==> config.mk <==
export PLATFORM = sky130hd
export DESIGN_NAME = periph_arb_flat
export DESIGN_NICKNAME = d
export VERILOG_FILES = /design/src/rtl/periph_arb_pkg.sv /design/src/rtl/periph_arb_if.sv /design/src/rtl/spi_shifter.sv /design/src/rtl/periph_arb.sv /design/src/flat_wrapper.sv
export SDC_FILE = /design/constraint.sdc
export NUM_CORES = 1
export LEC_CHECK = 0
export ABC_AREA = 1
export CORE_ASPECT_RATIO = 1.1
export CORE_MARGIN = 3
export CORE_UTILIZATION = 35
export CTS_CLUSTER_SIZE = 30
export DETAILED_ROUTE_END_ITERATION = 7
export GPL_TIMING_DRIVEN = 0
export SLEW_MARGIN = 0
export SYNTH_ARGS = -nofsm -noshare
export SYNTH_HDL_FRONTEND = slang
export SYNTH_SLANG_ARGS = --single-unit
==> constraint.sdc <==
create_clock -name clk -period 2.4 [get_ports clk]
set_clock_uncertainty 0.05 [all_clocks]
set_input_delay 0.24 -clock clk [delete_from_list [all_inputs] [get_ports clk]]
set_output_delay 0.24 -clock clk [all_outputs]
set_load 0.03 [all_outputs]
==> src/rtl/periph_arb_pkg.sv <==
// Shared types and constants for the DAC / digital-pot serial arbiter.
// Optional build macro: PERIPH_ARB_FIXED_PRIO_EN (fixed DAC priority, no round-robin pointer).
package periph_arb_pkg;

    localparam int unsigned DAC_BITS   = 16;
    localparam int unsigned DPOT_BITS  = 10;
    localparam int unsigned DPOT_CH_W  = 2;
    localparam int unsigned DPOT_VAL_W = 8;
    localparam int unsigned FRAME_W    = DAC_BITS;
    localparam int unsigned BITCNT_W   = 4;
    localparam int unsigned DIV_W      = 8;

    typedef enum logic [1:0] {
        ST_IDLE  = 2'd0,
        ST_SHIFT = 2'd1,
        ST_HOLD  = 2'd2,
        ST_GAP   = 2'd3
    } arb_state_e;

    typedef enum logic {
        REQ_DAC  = 1'b0,
        REQ_DPOT = 1'b1
    } req_id_e;

    // Frame handed to the shifter: MSB-aligned payload plus index of the final bit
    typedef struct packed {
        logic [FRAME_W-1:0]  data;
        logic [BITCNT_W-1:0] last_bit;
    } frame_t;

    function automatic frame_t dac_frame(input logic [DAC_BITS-1:0] d);
        frame_t f;
        f.data     = d;
        f.last_bit = BITCNT_W'(DAC_BITS - 1);
        return f;
    endfunction

    function automatic frame_t dpot_frame(input logic [DPOT_CH_W-1:0]  ch,
                                          input logic [DPOT_VAL_W-1:0] val);
        frame_t f;
        f.data     = {ch, val, {(FRAME_W - DPOT_BITS){1'b0}}};
        f.last_bit = BITCNT_W'(DPOT_BITS - 1);
        return f;
    endfunction

endpackage

==> src/rtl/periph_arb_if.sv <==
// Request/ack and shared serial-bus signals between the arbiter and its environment.
interface periph_arb_if;
    import periph_arb_pkg::*;

    logic                  dac_req;
    logic [DAC_BITS-1:0]   dac_data;
    logic                  dac_ack;
    logic                  dpot_req;
    logic [DPOT_CH_W-1:0]  dpot_ch;
    logic [DPOT_VAL_W-1:0] dpot_data;
    logic                  dpot_ack;
    logic                  sclk;
    logic                  sdo;
    logic                  dac_cs_n;
    logic                  dpot_cs_n;
    logic                  busy;
    logic                  done;

    modport slave (
        input  dac_req, dac_data, dpot_req, dpot_ch, dpot_data,
        output dac_ack, dpot_ack, sclk, sdo, dac_cs_n, dpot_cs_n, busy, done
    );

    modport master (
        output dac_req, dac_data, dpot_req, dpot_ch, dpot_data,
        input  dac_ack, dpot_ack, sclk, sdo, dac_cs_n, dpot_cs_n, busy, done
    );
endinterface

==> src/rtl/spi_shifter.sv <==
// Frame sequencer: IDLE/SHIFT/HOLD/GAP, sclk divider, MSB-first sdo, busy and done strobe.
module spi_shifter
    import periph_arb_pkg::*;
#(
    parameter int unsigned CLK_DIV = 4
) (
    input  logic   clk,
    input  logic   rst_n,
    input  logic   i_start,
    input  frame_t i_frame,
    output logic   o_idle_c,
    output logic   o_cs_low_nxt_c,
    output logic   o_sclk,
    output logic   o_sdo,
    output logic   o_busy,
    output logic   o_done
);

    localparam logic [DIV_W-1:0] DIV_LAST = DIV_W'(CLK_DIV - 1);

    arb_state_e          r_state, w_state_nxt;
    logic [DIV_W-1:0]    r_div, w_div_nxt;
    logic [BITCNT_W-1:0] r_bit, w_bit_nxt;
    logic [FRAME_W-1:0]  r_shreg, w_shreg_nxt;
    logic                r_sclk, w_sclk_nxt;
    logic                r_sdo, w_sdo_nxt;
    logic                r_busy, w_busy_nxt;
    logic                r_done, w_done_nxt;
    logic                w_div_end;

    assign w_div_end      = (r_div == DIV_LAST);
    assign o_idle_c       = (r_state == ST_IDLE);
    assign o_cs_low_nxt_c = (w_state_nxt == ST_SHIFT) || (w_state_nxt == ST_HOLD);
    assign o_sclk         = r_sclk;
    assign o_sdo          = r_sdo;
    assign o_busy         = r_busy;
    assign o_done         = r_done;

    always_ff @(posedge clk) begin
        if (!rst_n) begin
            r_state <= ST_IDLE;
            r_div   <= '0;
            r_bit   <= '0;
            r_shreg <= '0;
            r_sclk  <= 1'b0;
            r_sdo   <= 1'b0;
            r_busy  <= 1'b0;
            r_done  <= 1'b0;
        end else begin
            r_state <= w_state_nxt;
            r_div   <= w_div_nxt;
            r_bit   <= w_bit_nxt;
            r_shreg <= w_shreg_nxt;
            r_sclk  <= w_sclk_nxt;
            r_sdo   <= w_sdo_nxt;
            r_busy  <= w_busy_nxt;
            r_done  <= w_done_nxt;
        end
    end

    // Each phase runs for CLK_DIV cycles; a bit is one low phase followed by one high phase
    always_comb begin
        w_state_nxt = r_state;
        w_div_nxt   = r_div;
        w_bit_nxt   = r_bit;
        w_shreg_nxt = r_shreg;
        w_sclk_nxt  = r_sclk;
        w_sdo_nxt   = r_sdo;
        w_busy_nxt  = r_busy;
        w_done_nxt  = 1'b0;

        case (r_state)
            ST_IDLE: begin
                if (i_start) begin
                    w_state_nxt = ST_SHIFT;
                    w_div_nxt   = '0;
                    w_bit_nxt   = i_frame.last_bit;
                    w_sdo_nxt   = i_frame.data[FRAME_W-1];
                    w_shreg_nxt = i_frame.data << 1;
                    w_sclk_nxt  = 1'b0;
                    w_busy_nxt  = 1'b1;
                end
            end
            ST_SHIFT: begin
                w_div_nxt = w_div_end ? '0 : r_div + DIV_W'(1);
                if (w_div_end) begin
                    if (!r_sclk) begin
                        w_sclk_nxt = 1'b1;
                    end else begin
                        w_sclk_nxt = 1'b0;
                        if (r_bit == '0) begin
                            w_state_nxt = ST_HOLD;
                        end else begin
                            w_bit_nxt   = r_bit - BITCNT_W'(1);
                            w_sdo_nxt   = r_shreg[FRAME_W-1];
                            w_shreg_nxt = r_shreg << 1;
                        end
                    end
                end
            end
            ST_HOLD: begin
                w_div_nxt = w_div_end ? '0 : r_div + DIV_W'(1);
                if (w_div_end) begin
                    w_state_nxt = ST_GAP;
                    w_done_nxt  = 1'b1;
                end
            end
            ST_GAP: begin
                w_div_nxt = w_div_end ? '0 : r_div + DIV_W'(1);
                if (w_div_end) begin
                    w_state_nxt = ST_IDLE;
                    w_busy_nxt  = 1'b0;
                end
            end
            default: w_state_nxt = ST_IDLE;
        endcase
    end

endmodule

==> src/rtl/periph_arb.sv <==
// Arbitrates DAC and digital-pot write requests onto one shared serial bus.
// Build macro PERIPH_ARB_FIXED_PRIO_EN: DAC always wins ties; otherwise round-robin.
module periph_arb
    import periph_arb_pkg::*;
#(
    parameter int unsigned CLK_DIV = 4
) (
    input  logic        clk,
    input  logic        rst_n,
    periph_arb_if.slave bus
);

    logic    w_idle_c;
    logic    w_cs_low_nxt_c;
    logic    w_grant_dac;
    logic    w_grant_dpot;
    logic    w_start;
    req_id_e r_sel, w_sel_nxt;
    frame_t  w_frame;
    logic    r_dac_cs_n;
    logic    r_dpot_cs_n;
`ifndef PERIPH_ARB_FIXED_PRIO_EN
    req_id_e r_last;
`endif

    // Grants only in IDLE and never while reset is being applied
    always_comb begin
        w_grant_dac  = 1'b0;
        w_grant_dpot = 1'b0;
        if (w_idle_c && rst_n) begin
`ifdef PERIPH_ARB_FIXED_PRIO_EN
            w_grant_dac  = bus.dac_req;
            w_grant_dpot = bus.dpot_req && !bus.dac_req;
`else
            w_grant_dac  = bus.dac_req  && (!bus.dpot_req || (r_last == REQ_DPOT));
            w_grant_dpot = bus.dpot_req && (!bus.dac_req  || (r_last == REQ_DAC));
`endif
        end
    end

    assign w_start   = w_grant_dac || w_grant_dpot;
    assign w_sel_nxt = w_grant_dpot ? REQ_DPOT : (w_grant_dac ? REQ_DAC : r_sel);
    assign w_frame   = w_grant_dpot ? dpot_frame(bus.dpot_ch, bus.dpot_data)
                                    : dac_frame(bus.dac_data);

    assign bus.dac_ack   = w_grant_dac;
    assign bus.dpot_ack  = w_grant_dpot;
    assign bus.dac_cs_n  = r_dac_cs_n;
    assign bus.dpot_cs_n = r_dpot_cs_n;

    // Chip selects follow the shifter's next state so they switch on the same edge as sclk/done
    always_ff @(posedge clk) begin
        if (!rst_n) begin
            r_sel       <= REQ_DAC;
            r_dac_cs_n  <= 1'b1;
            r_dpot_cs_n <= 1'b1;
        end else begin
            r_sel       <= w_sel_nxt;
            r_dac_cs_n  <= !(w_cs_low_nxt_c && (w_sel_nxt == REQ_DAC));
            r_dpot_cs_n <= !(w_cs_low_nxt_c && (w_sel_nxt == REQ_DPOT));
        end
    end

`ifndef PERIPH_ARB_FIXED_PRIO_EN
    always_ff @(posedge clk) begin
        if (!rst_n) begin
            r_last <= REQ_DPOT;
        end else if (w_start) begin
            r_last <= w_sel_nxt;
        end
    end
`endif

    spi_shifter #(
        .CLK_DIV (CLK_DIV)
    ) u_shifter (
        .clk            (clk),
        .rst_n          (rst_n),
        .i_start        (w_start),
        .i_frame        (w_frame),
        .o_idle_c       (w_idle_c),
        .o_cs_low_nxt_c (w_cs_low_nxt_c),
        .o_sclk         (bus.sclk),
        .o_sdo          (bus.sdo),
        .o_busy         (bus.busy),
        .o_done         (bus.done)
    );

endmodule
==> src/flat_wrapper.sv <==
// flat-port wrapper written by rule: the top's interface ports become plain ports
module periph_arb_flat import periph_arb_pkg::*;
#(
    parameter int unsigned CLK_DIV = 4
)
  (clk, rst_n, bus_dac_req, bus_dac_data, bus_dpot_req, bus_dpot_ch, bus_dpot_data, bus_dac_ack, bus_dpot_ack, bus_sclk, bus_sdo, bus_dac_cs_n, bus_dpot_cs_n, bus_busy, bus_done);
  periph_arb_if bus_i ();
  input  logic clk;
  input  logic rst_n;
  input wire logic [$bits(bus_i.dac_req)-1:0] bus_dac_req;
  input wire logic [$bits(bus_i.dac_data)-1:0] bus_dac_data;
  input wire logic [$bits(bus_i.dpot_req)-1:0] bus_dpot_req;
  input wire logic [$bits(bus_i.dpot_ch)-1:0] bus_dpot_ch;
  input wire logic [$bits(bus_i.dpot_data)-1:0] bus_dpot_data;
  output wire logic [$bits(bus_i.dac_ack)-1:0] bus_dac_ack;
  output wire logic [$bits(bus_i.dpot_ack)-1:0] bus_dpot_ack;
  output wire logic [$bits(bus_i.sclk)-1:0] bus_sclk;
  output wire logic [$bits(bus_i.sdo)-1:0] bus_sdo;
  output wire logic [$bits(bus_i.dac_cs_n)-1:0] bus_dac_cs_n;
  output wire logic [$bits(bus_i.dpot_cs_n)-1:0] bus_dpot_cs_n;
  output wire logic [$bits(bus_i.busy)-1:0] bus_busy;
  output wire logic [$bits(bus_i.done)-1:0] bus_done;
  assign bus_i.dac_req = bus_dac_req;
  assign bus_i.dac_data = bus_dac_data;
  assign bus_i.dpot_req = bus_dpot_req;
  assign bus_i.dpot_ch = bus_dpot_ch;
  assign bus_i.dpot_data = bus_dpot_data;
  assign bus_dac_ack = bus_i.dac_ack;
  assign bus_dpot_ack = bus_i.dpot_ack;
  assign bus_sclk = bus_i.sclk;
  assign bus_sdo = bus_i.sdo;
  assign bus_dac_cs_n = bus_i.dac_cs_n;
  assign bus_dpot_cs_n = bus_i.dpot_cs_n;
  assign bus_busy = bus_i.busy;
  assign bus_done = bus_i.done;
  periph_arb #(.CLK_DIV(CLK_DIV)) u_core (.clk(clk), .rst_n(rst_n), .bus(bus_i));
endmodule
==> flow_summary.ini, run 1 <==
[pwr]
finalPower_uw = 1900
powerDensity_mw_per_mm2 = 702
ir_worst_vdd_v = 0.000376
leakage_uw = 0.00131

[grt]
grt_util_all_layers_pct = 15.7
grt_max_degree = 13
grt_pass1_vias = 2018
gr-total-overflow = 0
antenna_found_initial = 0
grt_pass1_wl_um = 8940

[critical_path]
r2r-start = u_core.u_shifter.r_bit[0]
r2r_cells = 9
worstPathMaxFanout = 6
start_kind = flip-flop
max_stage_delay_ns = 0.70
crit_chain = nor2_4 > nand2_1 > nor2_1 > clkdlybuf4s50_1
path_class = flip-flop to output pin
reg2reg_slack_ns = 0.67
end_kind = output pin
cp.arrival_ns = 1.88
worstPathRequired_ns = 2.11
timing.rr.end = u_core.u_shifter.r_shreg[12]
cp_slowest_cell = clkdlybuf4s50_1

[routing]
drtAntennaViolNets = 0
vias = 2142
drt-initial-drc-count = 93
via_per_inst = 4.55
drc = 0
drt_first_pass_iters = 4
drt-total-wl_um = 4950
wl_per_cell_um = 10.5

[synthesis]
ys_ff_latch = 37
synthTopCellsByArea = dfxtp_1, nand2_1, inv_1, nor2_1, nand3_1
ys_seq_area_share_pct = 34.9
netlist_instances = 350
yosysWarnings = 0
netlist_area_sq_mm = 0.00212
async_reset_ff_share_pct = 0
synth.top_cell.area_share_pct = 34.9
synthFlopType = dfxtp_1
ys_types = 26
syn_nets = 382
synth_most_common_cell = nand2_1
synth_common_cells = nand2_1, inv_1, nor2_1
syn_avg_cell_area_sq_um = 6.06
synth_top_area_cell = dfxtp_1
synth-edff-count = 0

[timing]
fin_crit_sh_pct = 90.3
rsz0062_at_grt = false
setup_viol = 0
worst_slack_ns = 0.233
final-hold-violation-count = 0
setup_tns_ns = 0
worst_slew_pin_slew_ns = 0.478
relSlewSlack_pct = 68.1
max_freq_ghz = 0.462
slew_violations = 0
min_period_ns = 2.17

[cells_and_area]
area_delta_synth_final_pct = 27.8
antenna_cells = 0
multi_input_area_sq_mm = 0.00109
stdcell_area_sq_mm = 0.00271
seq_area_sq_um = 741
final_layout_size_suffix_gt1_share_pct = 6.85
final.fill_count = 620
nets = 425

[placement]
io_buffers = 36
hpwl_um = 3620
post-place-ws_ns = 0.0531
place.gp.congestion = 0.778
place_area_sq_mm = 0.00258

[hold_path]
hold_path_end = u_core.u_shifter.r_div[2]
hold_path_class = primary input to flip-flop
hold_start = rst_n
hold_depth = 3

[floorplanning]
die_x_um = 80.2
rows = 29
die_y_um = 87.7
die_area_sq_mm = 0.00703
core_area_sq_mm = 0.00581
io_pins = 38
initial_utilization_pct = 36.6

[cts]
cts_tree = done
clkTransAtPathRegs_ns = 0.08
root_buffer = clkbuf_8
cts-hold-fix-buffers = 0
clkSinkCount = 37
cts_buffer_depth = 2
clock_latency_ns = 0.29
htree_levels = 2
cts_buffers = 5

[status]
status = complete, no violations

[flow_run]
maxCapViolCount = 0
## worst max-delay path by stage
stage | from | to | slack, ns | cells past startpoint
floorplan | u_core.u_shifter.r_bit[0] | u_core.u_shifter.o_sdo | 0.87 | 9
global placement | bus_dac_req | bus_dpot_ack | 0.05 | 6
detailed placement | bus_dac_req | bus_dpot_ack | 0.05 | 6
CTS | u_core.u_shifter.r_state[0] | bus_dac_ack | 0.21 | 4
global route | u_core.u_shifter.r_state[0] | bus_dac_ack | 0.14 | 4
finish | u_core.u_shifter.r_state[0] | bus_dac_ack | 0.23 | 4
## worst max-delay path: cells and delay by family, from the launching register on
family        cells  cell delay [ns]
buf+inv           1             0.70
flops             1             0.37
simple gates      3             0.51
## state kept, by name (all words and copies together) (netlist names)
register                  cells
u_core.bus.dac_cs_n           1
u_core.r_sel                  1
u_core.u_shifter.o_sclk       1
u_core.bus.dpot_cs_n          1
u_core.u_shifter.r_state      2
u_core.u_shifter.o_done       1
u_core.r_last                 1
u_core.u_shifter.o_busy       1
u_core.u_shifter.o_sdo        1
u_core.u_shifter.r_shreg     15
u_core.u_shifter.r_div        8
u_core.u_shifter.r_bit        4
## kinds of logic (layout without fill, tap and decap cells)
family | Yosys count | after routing | synth area share (%)
flops | 37 | 37 | 34.9
fa+ha+maj | 2 | 2 | 1.18
simple gates | 201 | 201 | 40.8
compound gates | 39 | 39 | 9.43
buf+inv | 71 | 115 | 13.7
## stage by stage
step           instances  util, %  hold WS, ns
6_report             471     46.7        0.229
5_1_grt              471     46.7        0.231
4_1_cts              471     46.7        0.223
3_5_place_dp         463     44.4        0.421
3_3_place_gp         463     44.4        0.417
2_1_floorplan        350        -        0.396
## layout by cell type (no fill, tap or decap), drive strengths merged
| cell | n |
|---|---|
| nor2 | 60 |
| nand3 | 29 |
| dfxtp | 37 |
| a22oi | 1 |
| nand4 | 3 |
| ha | 2 |
| nand3b | 2 |
| clkinv | 1 |
| dlygate4sd2 | 1 |
| clkbuf | 10 |
| buf | 7 |
| clkdlybuf4s50 | 35 |
| a21oi | 11 |
| bufinv | 2 |
| nand2 | 103 |
| inv | 59 |
| or2 | 1 |
| o21ai | 26 |
| o211ai | 1 |
| nor3 | 3 |
## final cells by class
class                      count  share of cell area [%]
buffer                        12                    2.54
inverter                      59                    8.17
clock inverter                 3                    2.40
tap                           77                    3.55
timing repair buffer          36                    13.2
sequential                    37                    27.3
clock buffer                   5                    2.54
multi-input combinational    242                    40.2
## report_power, final
group	internal, uW	leakage, uW	switching [uW]
Sequential	687	0.000303	33.6
Combinational	211	0.000940	321
Clock	413	0.0000681	238
Total	1310	0.00131	593
## routing by layer
layer	GRT usage, %	wire length (um)	vias up
met3	4.01	225	5
met2	25.6	2260	35
met4	5.07	54	0
li1	-	-	1162
met5	0	0	-
met1	20.4	2400	940
## repair_timing
action	in CTS	in global routing
buffers inserted	0	0
gates resized for setup	1	0
endpoints found under the setup margin	1	0
No activity file was read; power rests on OpenSTA's default activity.
==> run 2, diff against run 1 <==
--- a/config.mk
+++ b/config.mk
@@ -12,7 +12,6 @@
 export CTS_CLUSTER_SIZE = 30
 export DETAILED_ROUTE_END_ITERATION = 7
 export GPL_TIMING_DRIVEN = 0
-export SLEW_MARGIN = 0
 export SYNTH_ARGS = -nofsm -noshare
 export SYNTH_HDL_FRONTEND = slang
 export SYNTH_SLANG_ARGS = --single-unit
==> results of run 2 <==
Same layout as run 1: the final DEF is identical, and so are final timing and power.
==> run 3, diff against run 2 <==
--- a/config.mk
+++ b/config.mk
@@ -12,6 +12,8 @@
 export CTS_CLUSTER_SIZE = 30
 export DETAILED_ROUTE_END_ITERATION = 7
 export GPL_TIMING_DRIVEN = 0
+export RECOVER_POWER = 25
+export REMOVE_ABC_BUFFERS = 1
 export SYNTH_ARGS = -nofsm -noshare
 export SYNTH_HDL_FRONTEND = slang
 export SYNTH_SLANG_ARGS = --single-unit
==> run 3 against run 2 <==
  * Worst setup slack got worse by 0.098 ns
  * Global-route usage decreased by 2.1 points
  * Wire length decreased by 10%
  * Core utilization decreased by 1.0 points
  * Combinational power decreased by 7.1%
  * Cell count decreased by 2.3%
  * Critical path depth unchanged
  * Sequential share of layout area increased by 0.61 points
  * First-iteration DRC count decreased by 3.2%
  * Clock power decreased by 13%
  * Count of clock-buffer cells in the layout increased by 1
  * Final area decreased by 2.2%
==> flow_summary.ini, run 3 (synthesis results as in run 1) <==
[pwr]
leakage_uw = 0.00127
powerDensity_mw_per_mm2 = 673
ir_worst_vdd_v = 0.000388
finalPower_uw = 1780

[flow_run]
maxCapViolCount = 0

[timing]
min_period_ns = 2.26
max_freq_ghz = 0.442
relSlewSlack_pct = 61.0
worst_slew_pin_slew_ns = 0.584
rsz0062_at_grt = false
setup_viol = 0
final-hold-violation-count = 0
fin_crit_sh_pct = 94.4
worst_slack_ns = 0.135
slew_violations = 0

[grt]
grt_pass1_wl_um = 7530
grt_pass1_vias = 1730
antenna_found_initial = 0
grt_max_degree = 34
grt_util_all_layers_pct = 13.6
gr-total-overflow = 0

[routing]
wl_per_cell_um = 9.66
via_per_inst = 4.52
vias = 2079
drt-total-wl_um = 4440
drt-initial-drc-count = 90
drc = 0
drt_first_pass_iters = 4
drtAntennaViolNets = 0

[floorplanning]
die_x_um = 80.2
rows = 29
io_pins = 38
core_area_sq_mm = 0.00581
die_area_sq_mm = 0.00703
die_y_um = 87.7
initial_utilization_pct = 36.6

[cells_and_area]
nets = 414
area_delta_synth_final_pct = 25.0
largestRegisters = u_core.u_shifter.r_shreg x15, u_core.u_shifter.r_div x8, u_core.u_shifter.r_bit x4
final_common_cell = nand2_1
regMostFlops = u_core.u_shifter.r_shreg
antenna_cells = 0
mostFrequentLayoutCells = nand2_1, inv_1, nor2_1
largest_register_ffs = 15
final_layout_size_suffix_gt1_share_pct = 5.74

[cts]
cts_buffers = 5
htree_levels = 2
clock_latency_ns = 0.29
cts-hold-fix-buffers = 0
cts_buffer_depth = 2
cts_tree = done
clkTransAtPathRegs_ns = 0.08
clkSinkCount = 37
root_buffer = clkbuf_8

[status]
status = complete, no violations

[critical_path]
cp.arrival_ns = 1.97
start_kind = flip-flop
worstPathRequired_ns = 2.11
end_kind = output pin
worstPathMaxFanout = 6
path_class = flip-flop to output pin

[placement]
post-place-ws_ns = -0.776
hpwl_um = 3070
place.gp.congestion = 0.733
io_buffers = 37

[hold_path]
hold_path_class = flip-flop to flip-flop
[run 3: changes by cell type in the layout (fill, tap and decap cells not counted), sizes merged, moves of 4 or more]
| cell | before | now |
|---|---|---|
| dlygate4sd3 | 0 | 5 |
| clkbuf | 10 | 6 |
| buf | 7 | 0 |
| clkdlybuf4s50 | 35 | 30 |
[run 3: metal layers]
layer,vias up,routed length (um),GRT usage [%]
met5,-,0,0
li1,1132,-,-
met2,38,1940,22.1
met1,904,2220,16.9
met3,5,228,4.84
met4,0,55,4.15
[run 3: path summary, 6_finish.rpt]
check,from,endpoint,cells after the start,slack [ns]
setup / recovery,u_core.u_shifter.r_state[0],bus_dac_ack,4,0.14
hold / removal,u_core.u_shifter.r_div[3],u_core.u_shifter.r_div[3],2,0.43
hold reg to reg,u_core.u_shifter.r_div[3],u_core.u_shifter.r_div[3],2,0.43
setup reg to reg,u_core.u_shifter.r_state[0],u_core.u_shifter.r_shreg[2],6,0.43
[run 3: per-stage QoR]
step	instances	util [%]	cell area (sq um)	setup TNS (ns)	hold slack [ns]
finish	460	45.7	2650	0	0.432
global route	460	45.7	2650	0	0.450
CTS	460	45.6	2650	0	0.433
detailed placement	452	43.4	2520	-11.44	0.420
global placement	452	43.4	2520	-11.71	0.412
floorplan	338	-	2050	0	0.291
[run 3: what timing repair did]
item / in CTS / in global routing
gates resized for setup: 6 / 1
setup endpoints to repair: 22 / 1
buffers inserted: 0 / 0
gates cloned: 0 / 0
pin swaps: 0 / 0
[run 3: final cells by class]
cell class / instances / area (sq um)
multi-input combinational: 242 / 1100
clock inverter: 2 / 37.5
tap: 77 / 96.3
sequential: 37 / 741
inverter: 59 / 221
clock buffer: 6 / 82.6
timing repair buffer: 37 / 370
fill: 631 / 3150
[run 3: worst max-delay path, stage by stage (launching register included)]
cell,delay (ns)
dfxtp_1,0.40
nor2_4,0.25
nand2_1,0.14
nor2_1,0.18
clkdlybuf4s50_1,0.71
[run 3: power breakdown]
group	internal, uW	switching, uW
clock	338	230
combinational	190	304
sequential	687	34.7
